--- src/rtl/load_store_unit.sv ---
// Load/store unit: turns one core access into one memory transaction.
// Byte/halfword/word loads are extracted and extended from the memory word,
// stores get lane-replicated data and byte enables. A two-state FSM (IDLE/BUSY)
// stalls the core until the memory signals completion.
module load_store_unit (
    input  logic        clk_i,
    input  logic        rst_i,
    input  logic        core_req_i,
    input  logic        core_we_i,
    input  logic [2:0]  core_size_i,
    input  logic [31:0] core_addr_i,
    input  logic [31:0] core_wd_i,
    output logic [31:0] core_rd_o,
    output logic        core_stall_o,
    output logic        core_err_o,
    output logic        mem_req_o,
    output logic        mem_we_o,
    output logic [3:0]  mem_be_o,
    output logic [31:0] mem_addr_o,
    output logic [31:0] mem_wd_o,
    input  logic [31:0] mem_rd_i,
    input  logic        mem_ready_i
);

    typedef enum logic {IDLE = 1'b0, BUSY = 1'b1} state_t;

    localparam logic [2:0] SZ_B  = 3'd0;
    localparam logic [2:0] SZ_H  = 3'd1;
    localparam logic [2:0] SZ_W  = 3'd2;
    localparam logic [2:0] SZ_BU = 3'd4;
    localparam logic [2:0] SZ_HU = 3'd5;

    state_t      state_r;
    logic        we_r;
    logic [2:0]  size_r;
    logic [1:0]  addr_lo_r;
    logic [3:0]  be_r;
    logic [31:0] addr_r;
    logic [31:0] wd_r;
    logic        legal_s;
    logic [7:0]  byte_s;
    logic [15:0] half_s;

    // Access is legal when its size code is defined and the address is naturally aligned.
    function automatic logic is_legal(input logic [2:0] sz, input logic [1:0] lo);
        logic ok;
        case (sz)
            SZ_B, SZ_BU: ok = 1'b1;
            SZ_H, SZ_HU: ok = (lo[0] == 1'b0);
            SZ_W:        ok = (lo == 2'b00);
            default:     ok = 1'b0;
        endcase
        return ok;
    endfunction

    // Byte enables for a store; loads always read the full word.
    function automatic logic [3:0] store_be(input logic [2:0] sz, input logic [1:0] lo);
        logic [3:0] be;
        case (sz)
            SZ_B, SZ_BU: be = 4'b0001 << lo;
            SZ_H, SZ_HU: be = lo[1] ? 4'b1100 : 4'b0011;
            default:     be = 4'b1111;
        endcase
        return be;
    endfunction

    // Store data replicated across every lane so the byte enables pick the right one.
    function automatic logic [31:0] store_data(input logic [2:0] sz, input logic [31:0] wd);
        logic [31:0] d;
        case (sz)
            SZ_B, SZ_BU: d = {4{wd[7:0]}};
            SZ_H, SZ_HU: d = {2{wd[15:0]}};
            default:     d = wd;
        endcase
        return d;
    endfunction

    assign legal_s = is_legal(core_size_i, core_addr_i[1:0]);

    // FSM and latched transaction; memory-side outputs are the latched registers,
    // which stay zero in IDLE and are cleared on completion or reset.
    always_ff @(posedge clk_i) begin
        if (rst_i) begin
            state_r   <= IDLE;
            we_r      <= 1'b0;
            size_r    <= 3'd0;
            addr_lo_r <= 2'd0;
            be_r      <= 4'd0;
            addr_r    <= 32'd0;
            wd_r      <= 32'd0;
        end else begin
            case (state_r)
                IDLE: begin
                    if (core_req_i && legal_s) begin
                        state_r   <= BUSY;
                        we_r      <= core_we_i;
                        size_r    <= core_size_i;
                        addr_lo_r <= core_addr_i[1:0];
                        be_r      <= core_we_i ? store_be(core_size_i, core_addr_i[1:0]) : 4'b1111;
                        addr_r    <= {core_addr_i[31:2], 2'b00};
                        wd_r      <= store_data(core_size_i, core_wd_i);
                    end else begin
                        state_r   <= IDLE;
                    end
                end
                BUSY: begin
                    if (mem_ready_i) begin
                        state_r   <= IDLE;
                        we_r      <= 1'b0;
                        size_r    <= 3'd0;
                        addr_lo_r <= 2'd0;
                        be_r      <= 4'd0;
                        addr_r    <= 32'd0;
                        wd_r      <= 32'd0;
                    end else begin
                        state_r   <= BUSY;
                    end
                end
                default: begin
                    state_r   <= IDLE;
                    we_r      <= 1'b0;
                    size_r    <= 3'd0;
                    addr_lo_r <= 2'd0;
                    be_r      <= 4'd0;
                    addr_r    <= 32'd0;
                    wd_r      <= 32'd0;
                end
            endcase
        end
    end

    assign mem_req_o  = (state_r == BUSY);
    assign mem_we_o   = we_r;
    assign mem_be_o   = be_r;
    assign mem_addr_o = addr_r;
    assign mem_wd_o   = wd_r;

    // Stall/error handshake: IDLE judges the incoming request, BUSY waits for memory.
    always_comb begin
        core_stall_o = 1'b0;
        core_err_o   = 1'b0;
        if (state_r == BUSY) begin
            core_stall_o = ~mem_ready_i;
        end else if (core_req_i) begin
            core_stall_o = legal_s;
            core_err_o   = ~legal_s;
        end else begin
            core_stall_o = 1'b0;
            core_err_o   = 1'b0;
        end
    end

    // Lane selection from the returned word using the latched low address bits.
    always_comb begin
        byte_s = 8'd0;
        case (addr_lo_r)
            2'd0:    byte_s = mem_rd_i[7:0];
            2'd1:    byte_s = mem_rd_i[15:8];
            2'd2:    byte_s = mem_rd_i[23:16];
            2'd3:    byte_s = mem_rd_i[31:24];
            default: byte_s = 8'd0;
        endcase
        if (addr_lo_r[1]) begin
            half_s = mem_rd_i[31:16];
        end else begin
            half_s = mem_rd_i[15:0];
        end
    end

    // Load data extension; zero whenever no load is in flight.
    always_comb begin
        core_rd_o = 32'd0;
        if (state_r == BUSY && !we_r) begin
            case (size_r)
                SZ_B:    core_rd_o = {{24{byte_s[7]}}, byte_s};
                SZ_BU:   core_rd_o = {24'd0, byte_s};
                SZ_H:    core_rd_o = {{16{half_s[15]}}, half_s};
                SZ_HU:   core_rd_o = {16'd0, half_s};
                SZ_W:    core_rd_o = mem_rd_i;
                default: core_rd_o = 32'd0;
            endcase
        end else begin
            core_rd_o = 32'd0;
        end
    end

endmodule

--- config.mk ---
export PLATFORM = sky130hd
export DESIGN_NAME = load_store_unit
export DESIGN_NICKNAME = d
export VERILOG_FILES = /design/src/rtl/load_store_unit.sv
export SDC_FILE = /design/constraint.sdc
export NUM_CORES = 1
export LEC_CHECK = 0
export ABC_AREA = 1
export CAP_MARGIN = 20
export CORE_ASPECT_RATIO = 2
export CORE_MARGIN = 2
export CORE_UTILIZATION = 44
export CTS_CLUSTER_DIAMETER = 50
export CTS_CLUSTER_SIZE = 25
export DETAILED_ROUTE_END_ITERATION = 16
export GPL_TIMING_DRIVEN = 0
export PLACE_DENSITY = 0.87
export SETUP_SLACK_MARGIN = 0.05
export SLEW_MARGIN = 15
export SYNTH_ARGS = -nofsm -noshare
export SYNTH_HDL_FRONTEND = slang
export SYNTH_SLANG_ARGS = --single-unit
--- constraint.sdc ---
create_clock -name clk_i -period 4.75 [get_ports clk_i]
set_input_delay 1.425 -clock clk_i [delete_from_list [all_inputs] [get_ports clk_i]]
set_output_delay 1.425 -clock clk_i [all_outputs]
set_load 0.05 [all_outputs]
==> impl_metrics.toml, run 1 <==
[yosys]
synth_cell_type_count = 28
yosysTopAreaCell = "dfxtp_1"
syn-instance-count = 626
synth.cell_area_um2 = 4090
async_reset_ff_frac = 0
synth_commonest_cells = "123 x nand2_1, 106 x a21oi_1, 84 x nand3_1, 73 x dfxtp_1, 53 x inv_1"
synth.most_common_cell = "nand2_1"
synth-main-ff-cell = "dfxtp_1"
yosys_register_bits = 73
synth_edf_count = 0
avgSynthCellArea_um2 = 6.54
synth_top_area_share = 0.357
synth-seq-area-share = 0.357
yosys_warnings = 0
synth.area.top_cells = "dfxtp_1 36%, a21oi_1 13%, nand2_1 11%"

[detailed_routing]
drc_errors = 0
dr.first_iter.drc_count = 300
via_per_inst = 5.64
drtAntennaViolNets = 0
vias = 5349
drt_pre_antenna_iters = 5
wl_um = 17000
wire_per_inst_um = 17.9

[global_route]
antenna_found_initial = 0
grt_pass1_wl_um = 26200
grtUsageTotal = 0.330
first_global_vias = 5424
grt.overflow.total = 0
grt_max_degree = 13

[clock_tree]
numCtsBuffers = 9
clk_latency_ns = 0.34
clockRootBuffer = "clkbuf_16"
tritoncts = "done"
clock_path_buffers = 2
cts.sinks = 73
clk_pin_slew_ns = 0.06
htree_levels = 3

[critical_path]
end_kind = "output pin"
critPathRequiredTime_ns = 3.32
path_cells = "clkdlybuf4s50_1, or2_2, o21ai_0, nand2_1, a21oi_1, nor3_1, dlygate4sd2_1"
cp_num_cells = 7
slowest_stage = "dlygate4sd2_1"
crit_path_start_kind = "input pin"
cpPeakStageDelay_ns = 0.58
cp_top_family = "buffers and inverters"
rr_worst_depth = 5
crit_type = "in2out"
crit_arrival_ns = 3.20
cp.buffers_inverters = 2
critPathMaxFanout = 2

[finish]
fin_area_um2 = 6550
final_cells = 948
area_growth_pct = 60.0
antenna_cells = 0
num-nets-final = 946
drive_gt1_frac = 0.111

[power_and_ir_drop]
peakVddDrop_v = 0.000356
power.density_cell_area_nw_per_um2 = 326
p_leak_nw = 2.67

[flow_run]
maxCapViolations = 0

[die]
fp.dieArea_um2 = 10100
core-area_um2 = 9010
die_w_um = 72.2
rows = 49
start_util = 0.454
io_pins = 208
die_y_um = 140

[sta]
worst_slew_pin_slew_ns = 0.683
grt_setup_unrepaired = "no"
finalCriticalPeriod_ns = 4.62
tns_ns = 0
final_hold_viol_count = 0
slew_headroom = 0.545
setup_viol_count_final = 0
fin_worst_skew_ns = 0.00426
period_share = 0.973
setup_ws_ns = 0.129
slew_violations = 0
max_freq_mhz = 216

[placement]
placed_area_um2 = 6270
portBuffers = 204
dp_hpwl_um = 12700
routabilityCongestion = 0.933
pre_cts_ws_ns = -0.518
dpl.cell_count = 933

[hold_path]
worst_hold_path_type = "reg2reg"
hold_depth = 2

[status]
status = "complete, no violations"
## per-layer routing
layer  share of wire  global-route usage  up-vias
li1                -                   -     2518
met1            0.31               0.292     2451
met2            0.55               0.615      300
met3           0.081              0.0892       80
met4           0.062               0.219        0
met5               0                   0        -
## worst reg2reg max path, delay by kind of cell, from the launching register on
family,cells,cell delay (ns)
simple gates,2,0.40
buf+inv,2,0.70
flops,1,0.41
compound gates,1,0.16
## sequential cells by signal, indices dropped and copies added (netlist names)
register    cells
mem_wd_o       32
mem_addr_o     30
mem_be_o        4
size_r          3
addr_lo_r       2
mem_req_o       1
mem_we_o        1
## cell usage in the layout (no fill, tap or decap), drive strengths merged, types with 2 or more instances in the layout
| cell type | synthesis | layout |
|---|---|---|
| nand3 | 84 | 84 |
| dlymetal6s2s | 0 | 5 |
| dlygate4sd2 | 0 | 8 |
| buf | 26 | 37 |
| inv | 57 | 57 |
| o21ai | 42 | 42 |
| clkbuf | 22 | 40 |
| o21a | 5 | 5 |
| o22ai | 2 | 2 |
| conb | 1 | 2 |
| nor2 | 39 | 39 |
| or2 | 18 | 18 |
| a21oi | 106 | 106 |
| a211oi | 2 | 2 |
| clkdlybuf4s50 | 0 | 169 |
| bufinv | 0 | 4 |
| o2111ai | 10 | 10 |
| dfxtp | 73 | 73 |
| nand4 | 3 | 3 |
| clkdlybuf4s15 | 0 | 3 |
| nand2 | 126 | 126 |
| nor3 | 8 | 8 |
## logic make-up (layout without fill, tap and decap cells)
| group | Yosys count | after routing | share of synthesized area |
|---|---|---|---|
| other | 1 | 2 | 0.000916 |
| AO/OA/AOI/OAI | 168 | 168 | 0.220 |
| flip-flops | 73 | 73 | 0.357 |
| buffers and inverters | 105 | 324 | 0.114 |
| AND/OR/NAND/NOR | 279 | 279 | 0.308 |
## final timing paths
path	from	endpoint	slack, ns
max	mem_rd_i[11]	core_rd_o[3]	0.13
min	mem_wd_o[4]$_SDFFE_PP0P_	mem_wd_o[4]$_SDFFE_PP0P_	0.48
max reg2reg	mem_req_o$_SDFF_PP0_	mem_addr_o[20]$_SDFFE_PP0P_	3.02
min reg2reg	mem_wd_o[4]$_SDFFE_PP0P_	mem_wd_o[4]$_SDFFE_PP0P_	0.48
## what timing repair did
| item | in CTS | in global routing |
|---|---|---|
| setup endpoints to repair | 30 | 22 |
| gates cloned | 0 | 0 |
| hold buffers | 0 | 0 |
| buffers inserted | 0 | 0 |
| endpoints found under the hold margin | 0 | 0 |
| gates resized for setup | 72 | 33 |
## area by class of cell
class,count,area [µm²]
clock inverter,5,128
clock buffer,10,239
fill,719,2460
sequential,73,1460
tap,102,128
timing repair buffer,204,1950
inverter,57,214
buffer,48,254
multi-input combinational,449,2170
## power breakdown
| group | total (mW) | internal [mW] | leakage [nW] | switching [mW] |
|---|---|---|---|---|
| registers | 0.674 | 0.650 | 0.597 | 0.0233 |
| logic | 0.625 | 0.226 | 1.89 | 0.400 |
| clock network | 0.835 | 0.577 | 0.175 | 0.258 |
| total | 2.13 | 1.45 | 2.67 | 0.680 |
## metrics by stage
step                      utilization  hold slack [ns]  total power [mW]
final                           0.727            0.482              2.13
after global routing            0.727            0.505              2.20
after CTS                       0.735            0.484              2.13
after detailed placement        0.695            0.476              1.31
after global placement          0.695            0.465              1.30
after floorplan                     -            0.479              1.05
(Power assumes the default switching activity.)
==> run 2: changes to the inputs <==
Settings changed: CORE_UTILIZATION 44 to 25, PLACE_DENSITY 0.87 to default, RECOVER_POWER from default to 25, REMOVE_ABC_BUFFERS from default to 1.
==> run 2 against run 1 <==
Against the previous run: the flow now finishes with violations (capacitance limit, slew limit); first-iteration DRC count is 43% lower; core utilization is 32 points lower; final cell count is 6.4% higher; largest power group unchanged; highest routed layer unchanged.
==> impl_metrics.toml, run 2 (synthesized netlist as in run 1, its figures left out) <==
[critical_path]
critPathMaxFanout = 8
crit_path_start_kind = "input pin"
end_kind = "output pin"
crit_type = "in2out"
crit_arrival_ns = 3.17
critPathRequiredTime_ns = 3.32

[flow_run]
maxCapViolations = 1

[hold_path]
worst_hold_path_type = "reg2reg"

[global_route]
grt_max_degree = 73
antenna_found_initial = 0
grtUsageTotal = 0.184
first_global_vias = 4830
grt.overflow.total = 0
grt_pass1_wl_um = 24700

[finish]
regArea_um2 = 1460
fin_area_um2 = 6540
drive_gt1_frac = 0.101
final_cells = 1009
post-route-util = 0.404
area_growth_pct = 59.7
largest_reg_flops = 32
final_cell_mix = "130 x clkdlybuf4s50_1, 122 x nand2_1, 106 x a21oi_1"
num-nets-final = 904
final_common_cell = "clkdlybuf4s50_1"
fillers = 1763
multiInputGateArea_um2 = 2220
antenna_cells = 0

[clock_tree]
clk_latency_ns = 0.34
clockRootBuffer = "clkbuf_16"
clk_pin_slew_ns = 0.06
numCtsBuffers = 9
tritoncts = "done"
clock_path_buffers = 2
htree_levels = 3
cts.sinks = 73

[placement]
dp_hpwl_um = 11700
portBuffers = 205
placed_area_um2 = 6190
dpl.cell_count = 990
pre_cts_ws_ns = -1.30
routabilityCongestion = 0.794

[die]
io_pins = 208
start_util = 0.253
rows = 66
core-area_um2 = 16200
die_w_um = 94.5
fp.dieArea_um2 = 17500
die_y_um = 185

[status]
status = "finished with violations"
violations = "capacitance limit, slew limit"

[detailed_routing]
via_per_inst = 4.79
drtAntennaViolNets = 0
wl_um = 16700
drt_pre_antenna_iters = 4
vias = 4834
drc_errors = 0
wire_per_inst_um = 16.5
dr.first_iter.drc_count = 172

[power_and_ir_drop]
power.density_cell_area_nw_per_um2 = 299
p_leak_nw = 2.64
p_total_mw = 1.96
peakVddDrop_v = 0.000218

[sta]
max_freq_mhz = 218
fin_worst_skew_ns = 0.00481
tns_ns = 0
slew_headroom = -0.00186
setup_ws_ns = 0.155
grt_setup_unrepaired = "no"
slew_violations = 1
final_hold_viol_count = 0
setup_viol_count_final = 0
finalCriticalPeriod_ns = 4.59
period_share = 0.967
holdWs_ns = 0.476
worst_slew_pin_slew_ns = 1.50
run 2: cell count changes in the layout (fill, tap and decap cells not counted), moves of 2 or more:
cell / change
buf_2: -27
clkinv_2: +2
dlygate4sd3_1: +39
buf_6: -5
bufinv_16: -3
nand2_8: +2
dlygate4sd2_1: -6
clkdlybuf4s15_2: +15
clkbuf_1: -20
clkdlybuf4s50_1: -39
buf_4: -2
run 2: final timing paths:
kind / start / end / slack, ns / cells after the start
setup / recovery: mem_rd_i[31] / core_rd_o[31] / 0.16 / 8
hold reg to reg: mem_addr_o[19]$_SDFFE_PP0P_ / mem_addr_o[19]$_SDFFE_PP0P_ / 0.48 / 2
hold / removal: mem_addr_o[19]$_SDFFE_PP0P_ / mem_addr_o[19]$_SDFFE_PP0P_ / 0.48 / 2
setup reg to reg: mem_req_o$_SDFF_PP0_ / mem_addr_o[30]$_SDFFE_PP0P_ / 2.25 / 4
run 2: cell type report:
class,count,area share
multi-input cells,451,0.340
repair buffers,208,0.319
flip-flops and latches,73,0.224
well taps,204,0.0390
clock buffers,11,0.0371
inverters,57,0.0327
clock inverters,5,0.00842
run 2: where the power goes:
group,switching (mW),total [mW],internal [mW]
Clock,0.268,0.688,0.419
Sequential,0.0262,0.676,0.650
Combinational,0.383,0.594,0.211
Total,0.678,1.96,1.28
run 2: repair_timing:
action / CTS / global route
gates resized for setup: 77 / 25
pin swaps: 1 / 2
buffers inserted: 1 / 0
hold buffers: 0 / 0
gates cloned: 0 / 2
setup endpoints to repair: 28 / 33
run 2: worst max-delay path, cell delays in order:
cell and delay [ns]:
clkdlybuf4s50_1 0.49, inv_1 0.07, o21ai_2 0.24, nand2_2 0.21
o21ai_0 0.14, inv_1 0.06, a21oi_1 0.15, clkdlybuf4s15_2 0.39
run 2: routing by layer:
layer	up-vias	track usage	part of all wire
met2	176	0.362	0.56
li1	2432	-	-
met1	2203	0.177	0.35
met3	23	0.0443	0.069
met5	-	0	0
met4	0	0.0713	0.021
==> run 3: changes to the inputs <==
Settings changed: HOLD_SLACK_MARGIN from default to 0.1, TNS_END_PERCENT from default to 100.
==> results of run 3 <==
Final layout, timing and power as in run 2 (identical DEF).
==> RTL change (config.mk and constraints of run 3) <==
Register the output `core_err_o`, cleared by the reset; this adds one clock of latency there. The other outputs are not delayed to match.
--- a/src/rtl/load_store_unit.sv
+++ b/src/rtl/load_store_unit.sv
@@ -30,4 +30,6 @@
     localparam logic [2:0] SZ_BU = 3'd4;
     localparam logic [2:0] SZ_HU = 3'd5;
+
+    logic core_err_d;
 
     state_t      state_r;
@@ -139,13 +141,13 @@
     always_comb begin
         core_stall_o = 1'b0;
-        core_err_o   = 1'b0;
+        core_err_d   = 1'b0;
         if (state_r == BUSY) begin
             core_stall_o = ~mem_ready_i;
         end else if (core_req_i) begin
             core_stall_o = legal_s;
-            core_err_o   = ~legal_s;
+            core_err_d   = ~legal_s;
         end else begin
             core_stall_o = 1'b0;
-            core_err_o   = 1'b0;
+            core_err_d   = 1'b0;
         end
     end
@@ -185,4 +187,12 @@
     end
 
+    always_ff @(posedge clk_i) begin
+        if (rst_i) begin
+            core_err_o <= '0;
+        end else begin
+            core_err_o <= core_err_d;
+        end
+    end
+
 endmodule
 
Formal check against the unedited RTL: not equivalent (Yosys sat finds a counterexample within 4 cycles, from zero or initial values and one cycle with rst_i high).
==> RTL change against run 3 <==
- sequential cell count increased by 1
- maximum frequency is essentially flat
- global-route usage rose by 0.66 points
- setup slack worse by 1.7 ps
- synthesized area increased by 0.31%
- wire length grew 0.92%
- cell area fell by 0.92%
- utilization shrank 0.37 points
- die area rose by 0.30%
- power up 3.6%
- sequential power up 1%
- hold slack worse by 0.66 ps
- combinational power is 1% lower
- first-iteration DRC count shrank 3.5%
- critical endpoint unchanged
- largest power group unchanged
- highest routed layer unchanged
==> RTL change: results (changes against run 3) <==
Run status:
- Run status: complete, no violations (was finished with violations).

Placed design:
- The final HPWL from detailed placement was 11800 um (was 11700 um).

Detailed routing:
- The via count of the routed design came to 4820 (was 4834).
- The average wire per standard cell came to 16.7 um (was 16.5 um).
- The number of DRC markers after the initial detailed-route iteration is 166 (was 172).

Min path:
- The worst hold path stage count is 2 (unchanged).
- The beginning of the worst hold path is mem_wd_o[26] (was mem_addr_o[19]).

Setup path:
- The terminus of the critical flop-to-flop path is mem_be_o[0] (was mem_addr_o[30]).
- The register-to-register setup slack was 2120 ps (was 2250 ps).
- The largest fanout of any net on the critical path is 16 (was 8).
- The number of cell instances on the worst register-to-register path is 5 (was 4).

Synthesis:
- The post-synthesis area per instance was 6.54 um^2 (about the same).
- Most area-consuming cells after synthesis: dfxtp_1 36%, a21oi_1 13%, nand2_1 11%, nand3_1 10%, o21ai_0 4.9% (was dfxtp_1 36%, a21oi_1 13%, nand2_1 11%, nand3_1 10%, o21ai_0 5.1%).
- The sequential element share of the synthesized area came to 36.1% (was 35.7%).
- The fraction of the mapped netlist area in compound gates is 21.5% (was 22.0%).
- The count of distinct cell types in the synthesized netlist came to 31 (was 28).
- The most common flop cell mapped by yosys is dfxtp_1 (unchanged).
- Most frequent cells after synthesis: 124 x nand2_1, 107 x a21oi_1, 83 x nand3_1 (was 123 x nand2_1, 106 x a21oi_1, 84 x nand3_1).

Power and ir drop:
- The clock share of power came to 37.3% (was 35.1%).
- The sequential share of power came to 33.8% (was 34.5%).
- The maximum VDD drop came to 0.000271 V (was 0.000218 V).
- The switching power summed over all nets was 0.701 mW (was 0.678 mW).
- The leakage power summed over all cells came to 2.65 nW (was 2.64 nW).

Timing:
- The clock skew is 8.52 ps (was 4.81 ps).
- The actual transition at the worst max-transition pin is 1020 ps (was 1500 ps).

Cells and area:
- The final net count is 903 (was 904).
- The filler-free cell count of the finished design is 1008 (was 1009).

CTS:
- The number of hold-repair buffers added at the cts stage is 0 (unchanged).

GRT:
- The number of global-route vias before repair is 4835 (was 4830).
- The combined global-route utilization of all metal layers is 19.0% (was 18.4%).
- The first-pass GRT wire length was 25500 um (was 24700 um).
- The largest net degree at the start of global routing is 69 (was 73).

Run:
- The max-capacitance violation count came to 0 (was 1).
-- RTL change: per-layer routing --
layer  track usage [%]  wire [um]
met1              18.2       5850
met2              37.8       9760
met3              3.21        757
met4              8.75        472
met5                 0          0
-- RTL change: kinds of logic after synthesis --
group,after synthesis
AOI/OAI and AO/OA,166
buffers and inverters,103
DFF,74
other,1
and+or+nand+nor,284
-- RTL change: repair_timing --
| action | CTS | global route |
|---|---|---|
| pin swaps | 2 | 0 |
| resized for setup | 51 | 47 |
| setup endpoints to repair | 84 | 30 |
| gates cloned | 1 | 0 |
| setup buffers | 1 | 0 |
-- RTL change: worst max-delay path by stage --
stage | depth (start not counted) | to | from | slack (ps)
floorplan | 6 | core_rd_o[0] | mem_rd_i[16] | 520
global placement | 7 | core_stall_o | core_size_i[1] | -1480
detailed placement | 7 | core_stall_o | core_size_i[1] | -1480
CTS | 6 | core_rd_o[10] | mem_rd_i[7] | 50
global route | 7 | core_stall_o | core_size_i[0] | 50
finish | 8 | core_rd_o[31] | mem_rd_i[31] | 150
-- RTL change: final cells by class --
cell class,count,area [um^2]
Clock buffer,9,225
Clock inverter,7,100
Fill cell,1732,9710
Inverter,54,203
Multi-Input combinational cell,453,2230
Sequential cell,74,1480
Tap cell,204,255
Timing Repair Buffer,207,1980
-- RTL change: critical path: stages --
cell,delay (ps)
clkdlybuf4s50_1,480
inv_1,60
o21ai_1,180
nand2_2,250
o21ai_0,150
inv_1,60
a21oi_1,160
clkdlybuf4s15_2,410
-- RTL change: stage by stage --
stage               power [mW]  utilization (%)  TNS [ps]  setup WS, ps  hold WS, ps
finish                    2.03             40.0         0           154          476
global route              2.12             40.0         0          50.5          499
global placement          1.29             38.0    -36120         -1480          466
floorplan                 1.03                -         0           522          475
detailed placement        1.30             38.2    -33960         -1480          473
CTS                       2.06             40.4         0          54.2          483
